## src/rtl/bcd_pkg.sv

```systemverilog
`default_nettype none
// ============================================================================
// Module      : bcd_pkg
// Description : Shared definitions for the product-to-BCD converter.
//               Converter FSM state encoding, default product width and
//               digit count, and the double-dabble add-3 threshold.
// Revision    : 1.0 - initial release
// ============================================================================
package bcd_pkg;

    localparam int DEFAULT_WIDTH  = 16;
    localparam int DEFAULT_DIGITS = 5;

    // A digit at or above this value overflows past 9 when doubled, so it is
    // pre-corrected by +3 before the shift.
    localparam logic [3:0] ADD3_THRESHOLD = 4'd5;

    typedef enum logic [1:0] {
        IDLE  = 2'd0,
        SHIFT = 2'd1,
        DONE  = 2'd2
    } state_t;

endpackage : bcd_pkg
`default_nettype wire

```

## src/rtl/product_bcd_converter_if.sv

```systemverilog
`default_nettype none
// ============================================================================
// Module      : product_bcd_converter_if
// Description : Request/result bundle between a product source and the
//               BCD converter.
//   Start   - request a conversion of Product (master -> slave)
//   Product - value to convert (master -> slave)
//   Busy    - conversion in flight, through the Done cycle (slave -> master)
//   Done    - one-cycle pulse, new result valid (slave -> master)
//   Neg     - sign of the last converted product (slave -> master)
//   Bcd     - packed BCD magnitude, digit 0 in [3:0] (slave -> master)
// Revision    : 1.0 - initial release
// ============================================================================
interface product_bcd_converter_if
    import bcd_pkg::*;
#(
    parameter int WIDTH  = DEFAULT_WIDTH,
    parameter int DIGITS = DEFAULT_DIGITS
);

    logic                  Start;
    logic [WIDTH-1:0]      Product;
    logic                  Busy;
    logic                  Done;
    logic                  Neg;
    logic [4*DIGITS-1:0]   Bcd;

    modport master (
        output Start,
        output Product,
        input  Busy,
        input  Done,
        input  Neg,
        input  Bcd
    );

    modport slave (
        input  Start,
        input  Product,
        output Busy,
        output Done,
        output Neg,
        output Bcd
    );

endinterface : product_bcd_converter_if
`default_nettype wire

```

## src/rtl/bcd_digit_adj.sv

```systemverilog
`default_nettype none
// ============================================================================
// Module      : bcd_digit_adj
// Description : Double-dabble digit correction: passes a 4-bit BCD digit
//               through unchanged, or adds 3 when it is at or above the
//               threshold, so the following left shift stays in BCD range.
//   value    - scratch digit before the shift
//   adjusted - corrected digit
// Revision    : 1.0 - initial release
// ============================================================================
module bcd_digit_adj
    import bcd_pkg::*;
(
    input  wire logic [3:0] value,
    output logic      [3:0] adjusted
);

    assign adjusted = (value >= ADD3_THRESHOLD) ? (value + 4'd3) : value;

endmodule : bcd_digit_adj
`default_nettype wire

```

## src/rtl/product_bcd_converter.sv

```systemverilog
`default_nettype none
// ============================================================================
// Module      : product_bcd_converter
// Description : Converts a multiplier product to sign + packed BCD magnitude
//               with a serial shift-and-add-3 engine, one bit per clock.
//   Clk   - system clock, rising edge
//   Reset - synchronous, active-low
//   bus   - product_bcd_converter_if slave (Start/Product in,
//           Busy/Done/Neg/Bcd out)
// Configuration:
//   PRODUCT_BCD_SIGNED_EN - when defined, Product is two's complement and
//                           Neg reports its sign; otherwise Product is
//                           unsigned and Neg is always 0.
// Revision    : 1.0 - initial release
// ============================================================================
module product_bcd_converter
    import bcd_pkg::*;
#(
    parameter int WIDTH  = DEFAULT_WIDTH,
    parameter int DIGITS = DEFAULT_DIGITS
)(
    input  wire logic               Clk,
    input  wire logic               Reset,
    product_bcd_converter_if.slave  bus
);

    localparam int CW = $clog2(WIDTH + 1);
    localparam int DW = 4 * DIGITS;

    state_t            r_state;
    logic [CW-1:0]     r_counter;
    logic [DW-1:0]     r_scratch;
    logic [WIDTH-1:0]  r_mag;
    logic              r_sign;

    logic [WIDTH-1:0]  w_magnitude;
    logic              w_sign;
    logic [DW-1:0]     w_adj;
    logic [DW-1:0]     w_shift_digits;

`ifdef PRODUCT_BCD_SIGNED_EN
    // The most negative value negates to itself, which read as unsigned is
    // exactly its magnitude, so no overflow handling is needed.
    assign w_sign      = bus.Product[WIDTH-1];
    assign w_magnitude = w_sign ? (~bus.Product + 1'b1) : bus.Product;
`else
    assign w_sign      = 1'b0;
    assign w_magnitude = bus.Product;
`endif

    for (genvar g = 0; g < DIGITS; g++) begin : g_digit
        bcd_digit_adj u_adj (
            .value    (r_scratch[4*g +: 4]),
            .adjusted (w_adj[4*g +: 4])
        );
    end

    // Shift corrected digits left, bringing in the magnitude MSB. The top
    // bit of the corrected digits falls off; with enough digits it is 0.
    assign w_shift_digits = DW'({w_adj, r_mag[WIDTH-1]});

    always_ff @(posedge Clk) begin
        if (!Reset) begin
            r_state   <= IDLE;
            r_counter <= '0;
            r_scratch <= '0;
            r_mag     <= '0;
            r_sign    <= 1'b0;
            bus.Busy  <= 1'b0;
            bus.Done  <= 1'b0;
            bus.Neg   <= 1'b0;
            bus.Bcd   <= '0;
        end else begin
            bus.Done <= 1'b0;
            case (r_state)
                IDLE: begin
                    if (bus.Start) begin
                        r_mag     <= w_magnitude;
                        r_sign    <= w_sign;
                        r_scratch <= '0;
                        r_counter <= CW'(WIDTH);
                        bus.Busy  <= 1'b1;
                        r_state   <= SHIFT;
                    end
                end
                SHIFT: begin
                    r_scratch <= w_shift_digits;
                    r_mag     <= {r_mag[WIDTH-2:0], 1'b0};
                    r_counter <= r_counter - CW'(1);
                    // Last shift: publish its result directly so the
                    // outputs land on the edge that enters DONE.
                    if (r_counter == CW'(1)) begin
                        bus.Bcd  <= w_shift_digits;
                        bus.Neg  <= r_sign;
                        bus.Done <= 1'b1;
                        r_state  <= DONE;
                    end
                end
                DONE: begin
                    bus.Busy <= 1'b0;
                    r_state  <= IDLE;
                end
                default: begin
                    bus.Busy <= 1'b0;
                    r_state  <= IDLE;
                end
            endcase
        end
    end

endmodule : product_bcd_converter
`default_nettype wire

```

## src/flat_wrapper.sv

```systemverilog
// flat-port wrapper written by rule: the top's interface ports become plain ports
module product_bcd_converter_flat import bcd_pkg::*;
#(
    parameter int WIDTH  = DEFAULT_WIDTH,
    parameter int DIGITS = DEFAULT_DIGITS
)
  (Clk, Reset, bus_Start, bus_Product, bus_Busy, bus_Done, bus_Neg, bus_Bcd);
  product_bcd_converter_if #(.WIDTH(WIDTH), .DIGITS(DIGITS)) bus_i ();
  input  wire logic Clk;
  input  wire logic Reset;
  input wire logic [$bits(bus_i.Start)-1:0] bus_Start;
  input wire logic [$bits(bus_i.Product)-1:0] bus_Product;
  output wire logic [$bits(bus_i.Busy)-1:0] bus_Busy;
  output wire logic [$bits(bus_i.Done)-1:0] bus_Done;
  output wire logic [$bits(bus_i.Neg)-1:0] bus_Neg;
  output wire logic [$bits(bus_i.Bcd)-1:0] bus_Bcd;
  assign bus_i.Start = bus_Start;
  assign bus_i.Product = bus_Product;
  assign bus_Busy = bus_i.Busy;
  assign bus_Done = bus_i.Done;
  assign bus_Neg = bus_i.Neg;
  assign bus_Bcd = bus_i.Bcd;
  product_bcd_converter #(.WIDTH(WIDTH), .DIGITS(DIGITS)) u_core (.Clk(Clk), .Reset(Reset), .bus(bus_i));
endmodule
```

## config.mk

```make
export PLATFORM = sky130hd
export DESIGN_NAME = product_bcd_converter_flat
export DESIGN_NICKNAME = d
export VERILOG_FILES = /design/src/rtl/bcd_pkg.sv /design/src/rtl/product_bcd_converter_if.sv /design/src/rtl/bcd_digit_adj.sv /design/src/rtl/product_bcd_converter.sv /design/src/flat_wrapper.sv
export SDC_FILE = /design/constraint.sdc
export NUM_CORES = 1
export LEC_CHECK = 0
export CAP_MARGIN = 0
export CORE_MARGIN = 4
export CORE_UTILIZATION = 38
export DETAILED_ROUTE_END_ITERATION = 10
export GPL_TIMING_DRIVEN = 0
export PLACE_DENSITY_LB_ADDON = 0.3
export SLEW_MARGIN = 20
export SYNTH_ARGS = -nofsm -noshare
export SYNTH_HDL_FRONTEND = slang
export SYNTH_SLANG_ARGS = --single-unit
```

## constraint.sdc

```tcl
create_clock -name Clk -period 2.33 [get_ports Clk]
set_input_delay 0.5825 -clock Clk [delete_from_list [all_inputs] [get_ports Clk]]
set_output_delay 0.5825 -clock Clk [all_outputs]
set_load 0.02 [all_outputs]
```

==> After elaboration in Yosys (flattened, before gate mapping) <==
Cells that the tools add are included.
{ "classes": {"addsub": 6, "n_reduce_logical": 7, "div": 0, "muxes": 17, "n_bitwise": 1, "magnitude_cmp": 5, "n_mul": 0, "n_shift": 0, "eq_ne": 4} }
{ "op_table": {"columns": ["op", "n"], "rows": [
  ["one-hot mux 20 bit (2 select lines)", 1],
  ["one-hot mux 16 bit (2 select lines)", 1],
  ["greater-or-equal comparator 4 x 3 -> 1 bit (second input constant)", 5],
  ["2-to-1 mux 20 bit", 1],
  ["adder 4 x 2 -> 4 bit (second input constant)", 4],
  ["2-to-1 mux 16 bit", 1],
  ["2-to-1 mux 4 bit", 4],
  ["one-hot mux 5 bit (2 select lines)", 1],
  ["AND reduction 2 bit", 5],
  ["== test 5 x 1 -> 1 bit (second input constant)", 1],
  ["2-to-1 mux 5 bit", 1],
  ["subtractor 5 x 1 -> 5 bit (second input constant)", 1],
  ["2-to-1 mux 2 bit", 2],
  ["one-hot mux 2 bit (2 select lines)", 1],
  ["adder 3 x 2 -> 3 bit (second input constant)", 1],
  ["2-to-1 mux 3 bit", 1],
  ["== test 2 x 1 -> 1 bit (second input constant)", 1],
  ["logical NOT 2 bit", 1],
  ["2-to-1 mux 1 bit", 2],
  ["inequality test 2 x 1 -> 1 bit (second input constant)", 1],
  ["inequality test 2 bit (second input constant)", 1],
  ["one-hot mux 1 bit (2 select lines)", 1],
  ["nonzero test 2 bit", 1],
  ["NOT 1 bit", 1]
]} }
{ "totals": {"mem_bits_ro": 0, "ff_bits": 65, "inputBits": 19, "latchBits": 0, "ramBits": 0, "n_memories": 0, "output_inout_bits": 23, "word_cells": 47} }

==> Longest topological paths before layout <==
{ "logic_depth": {"word_depth": 3, "mapped_depth": 7, "ltp_nobuf": 6} }

==> Cells and area by module <==
Synthesis repeated with hierarchy kept, for this count alone.
{ "hier_totals": {"hier_cells": 362, "area_unflattened_um2": 3265.6} }
{ "by_module_without_submodules": {"columns": ["module", "seq_area_each_um2", "cells_each", "area_per_inst_um2", "instances"], "rows": [
  ["product_bcd_converter", 1301.2, 282, 2758.9, 1],
  ["bcd_digit_adj", 0.0, 16, 101.3, 5]
]} }

==> Worst setup path after synthesis <==
OpenSTA, ideal clock, no wires.
{ "synth_timing": {"kind": "input to register", "startpoint": "in bus_Start", "endpoint": "reg u_core.r_counter[4]", "required_ns": 2.214, "setup_slack_ns": 0.791, "arrival_ns": 1.423, "n_path_buf": 2, "setup_ns": 0.116, "stages": 5, "cell_sequence": "buf_2 -> o21bai_1 -> clkbuf_1 -> nor2_1 -> o211a_1"} }
{ "synth_between": {"elab_chain_len": 2} }
{ "synth_rtl": {"columns": ["element", "line_no", "text"], "rows": [
  ["start: declaration", "flat_wrapper.sv:11", "input wire logic [$bits(bus_i.Start)-1:0] bus_Start;"],
  ["inequality test 2 bit (no line)", null, null],
  ["AND reduction 2 bit (no line)", null, null],
  ["end signal: assignment", "product_bcd_converter.sv:81", "r_counter <= CW'(WIDTH);"],
  ["end signal: assignment", "product_bcd_converter.sv:89", "r_counter <= r_counter - CW'(1);"],
  ["end: declaration", "product_bcd_converter.sv:31", "logic [CW-1:0] r_counter;"]
]} }
No other way between the ends.
A chain may end at the register's enable or synchronous reset.

==> Worst setup path after layout <==
{ "layout_timing": {"startpoint": "reg u_core.bus.Bcd[11]", "endpoint": "out bus_Bcd[11]"} }
{ "layout_rtl": {"columns": ["element", "line_no", "text"], "rows": [
  ["start: declaration", "product_bcd_converter_if.sv:43", "output Bcd"],
  ["start signal: assignment", "product_bcd_converter.sv:93", "bus.Bcd <= w_shift_digits;"],
  ["end: declaration", "flat_wrapper.sv:16", "output wire logic [$bits(bus_i.Bcd)-1:0] bus_Bcd;"]
]} }
No word-level cell between the ends.

==> results.md <==
* Status: finished, final reports clean
* Ys Warns at 0
* Synth cell count leaders: dfxtp_1 (65), o21ai_0 (52), nand2_1 (40)
* Slew margin rel. at 58.13%
* Clock Tree Buf Depth at 2
* Buffer and inverter count on the worst path at 1
* Critical setup path kind: reg2out
* Syn Std Cell Area at 2908 um^2
* Ys flop type: dfxtp_1
* DP Wirelength at 4849 um
* Final Cycle Share at 80.92%
* H-tree Lvls at 3
* Multi-input logic area at 1430 um^2
* Overall die area at 9115 um^2
* Register Area at 1301 um^2
* Element type at the critical path start: flip-flop
* Yosys reg bits at 65
* Setup Viol. Count Final at 0
* Share of layout cells above drive strength 1 at 8.040%
* Synth area leaders: dfxtp_1 (45%), o21ai_0 (9.0%), a21oi_1 (6.2%), ha_1 (5.2%), nand2_1 (5.2%)
* DR iter-0 viols at 164
* Final Hold Vio Count at 0
* Worst vdd ir at 249.4 uV
* Layout fillers at 683
* Hold WS at 0.4637 ns
* Clk_lat worst skew at 0.34 ns
* Resize count post-CTS at 0
* Die width at 95.48 um
* Synth area leader: dfxtp_1
* I/O Buffers at 38
* Post-DRT Antenna Nets at 0
* Yosys top cell area share at 44.75%
* # diodes at 0
* Total track usage at 17.01%
* Largest net degree at the start of global routing at 12
* Post-Route WL at 7146 um
* Clk_skew at 0.01004 ns
* Leakage power at 1.363 nW
* Critical path fanouts, max at 2
* Synth cell types at 33
* Worst min-delay path class: reg2reg
* First-pass GRT wire length at 11920 um
* Post-DR wirelength/cell at 14.38 um
* Grt total ovfl at 0
* Slowest-stage cell, CP: clkdlybuf4s50_1
* TritonCTS clock tree: yes
* Vias in the first global route at 2469
* Reg clk slew, reported paths at 0.07 ns
* Post-CTS Setup Bufs at 0
* Fin crit period at 1.885 ns
* Worst Tran Pin Value at 0.6281 ns
* Initial antenna violation count at 0
* Final Max Slew Viols at 0
* Number of vias per cell at 5.131
* Post-synthesis sequential area ratio at 44.75%
* Asr flop ratio synth at 0%
* Num ports at 42
* Starting Density at 39.67%
* Layout Cells excl Fill at 497
* Num Clock Sinks at 65
* Final setup TNS at 0 ns
* Critical-path cell list: clkdlybuf4s50_1
* Max Cap Viol at 0
* Post-synth EDFFs at 0
* Inst Count DP at 481
* Finished Cell Area at 3641 um^2
* Placeable Area at 7331 um^2
* Total CTS buffers at 9
* Worst Setup End Kind: output pin
* Worst path max stage delay at 0.61 ns
* Clock root buffer: clkbuf_8
* Worst EP required at 1.75 ns
* GP Congestion at 0.8113
* Top cell family by delay on the critical path: buffers and inverters
* Hold buffers post-CTS at 0
* Flop2flop setup slack at 0.67 ns
* Worst path arrival time at 1.30 ns
* RSZ-0062 raised after global routing: false
* Vias at 2550
* Fin nets at 424
* Area of placed instances at 3412 um^2
* Achievable Freq at 530.4 MHz
* Drt first pass iters at 7
* Area growth, synth to finish at 25.22%
* Post-synthesis net count at 375
* DRC at 0
* Syn_area_per_cell at 8.453 um^2
* Cell Rows at 31
* Post-Syn Instances at 344
* Die Y at 95.48 um
* Count leader, synth: dfxtp_1
* Pwr/cell area at 693.8 nW/um^2
-- placed cells by master (no fill, tap or decap), types with 4 or more instances in the layout --
cell and n:
a21boi_0 5, a21oi_1 36, clkbuf_1 12, clkbuf_8 11, clkdlybuf4s50_1 38, dfxtp_1 65, ha_1 12, inv_1 16
mux2_2 5, nand2_1 40, nand2b_1 8, nand3_1 6, nor2_1 12, nor2b_1 4, nor3_1 6, nor3b_1 10
o211a_1 6, o21ai_0 52, o22ai_1 19, xnor2_1 5
-- sequential cells by signal, indices dropped and copies added (netlist names) --
signal            flops
u_core.bus.Bcd       20
u_core.bus.Busy       1
u_core.bus.Done       1
u_core.r_counter      5
u_core.r_mag         16
u_core.r_scratch     20
u_core.r_state        2
-- report_power, final --
group          switching, mW  internal [mW]
combinational          0.139          0.108
clock                  0.439          0.657
sequential            0.0264           1.16
total                  0.605           1.92
-- through the flow --
| step | util, % | total power [mW] | setup WS (ns) |
|---|---|---|---|
| after floorplan | - | 1.361 | 0.7911 |
| after global placement | 46.54 | 1.449 | 0.4456 |
| after detailed placement | 46.54 | 1.455 | 0.3914 |
| after CTS | 49.67 | 2.536 | 0.4367 |
| after global routing | 49.67 | 2.616 | 0.3955 |
| final | 49.67 | 2.526 | 0.4446 |
-- worst min-delay path: stages (launching register included) --
cell and delay (ns):
dfxtp_1 0.33, nand2_1 0.04, o21ai_0 0.06
-- final cells by class --
type                            instances  area share, %
Inverter                               16          1.649
Clock inverter                          5          2.131
Timing Repair Buffer                   38          10.45
Multi-Input combinational cell        242          39.28
Sequential cell                        65          35.74
Buffer                                 21          3.196
Tap cell                               99          3.402
Clock buffer                           11          4.158
-- cell families (layout without fill, tap and decap cells) --
family | count (synthesis) | in the layout | share of synthesized area (%)
compound gates | 120 | 120 | 23.11
simple gates | 97 | 97 | 16.65
flops | 65 | 65 | 44.75
buf+inv | 37 | 91 | 6.067
fa+ha+maj | 12 | 12 | 5.163
mux | 7 | 7 | 2.625
xor+xnor | 5 | 5 | 1.506
other cells | 1 | 1 | 0.1290
-- layer usage --
metal / up-vias / share of wire (%) / routed length (um) / GRT usage (%)
li1: 1297 / - / - / -
met1: 1182 / 47 / 3334 / 22.80
met2: 62 / 47 / 3339 / 27.00
met3: 9 / 5.4 / 388 / 2.999
met4: 0 / 1.2 / 84 / 6.991
met5: - / 0 / 0 / 0
-- final timing paths --
kind | end | depth (start not counted) | from
setup / recovery | bus_Bcd[11] | 1 | u_core.bus.Bcd[11]
hold / removal | u_core.r_scratch[17] | 2 | u_core.r_scratch[17]
setup reg to reg | u_core.r_scratch[6] | 6 | u_core.r_scratch[4]
hold reg to reg | u_core.r_scratch[17] | 2 | u_core.r_scratch[17]
Power figures use the tool's default switching activity.
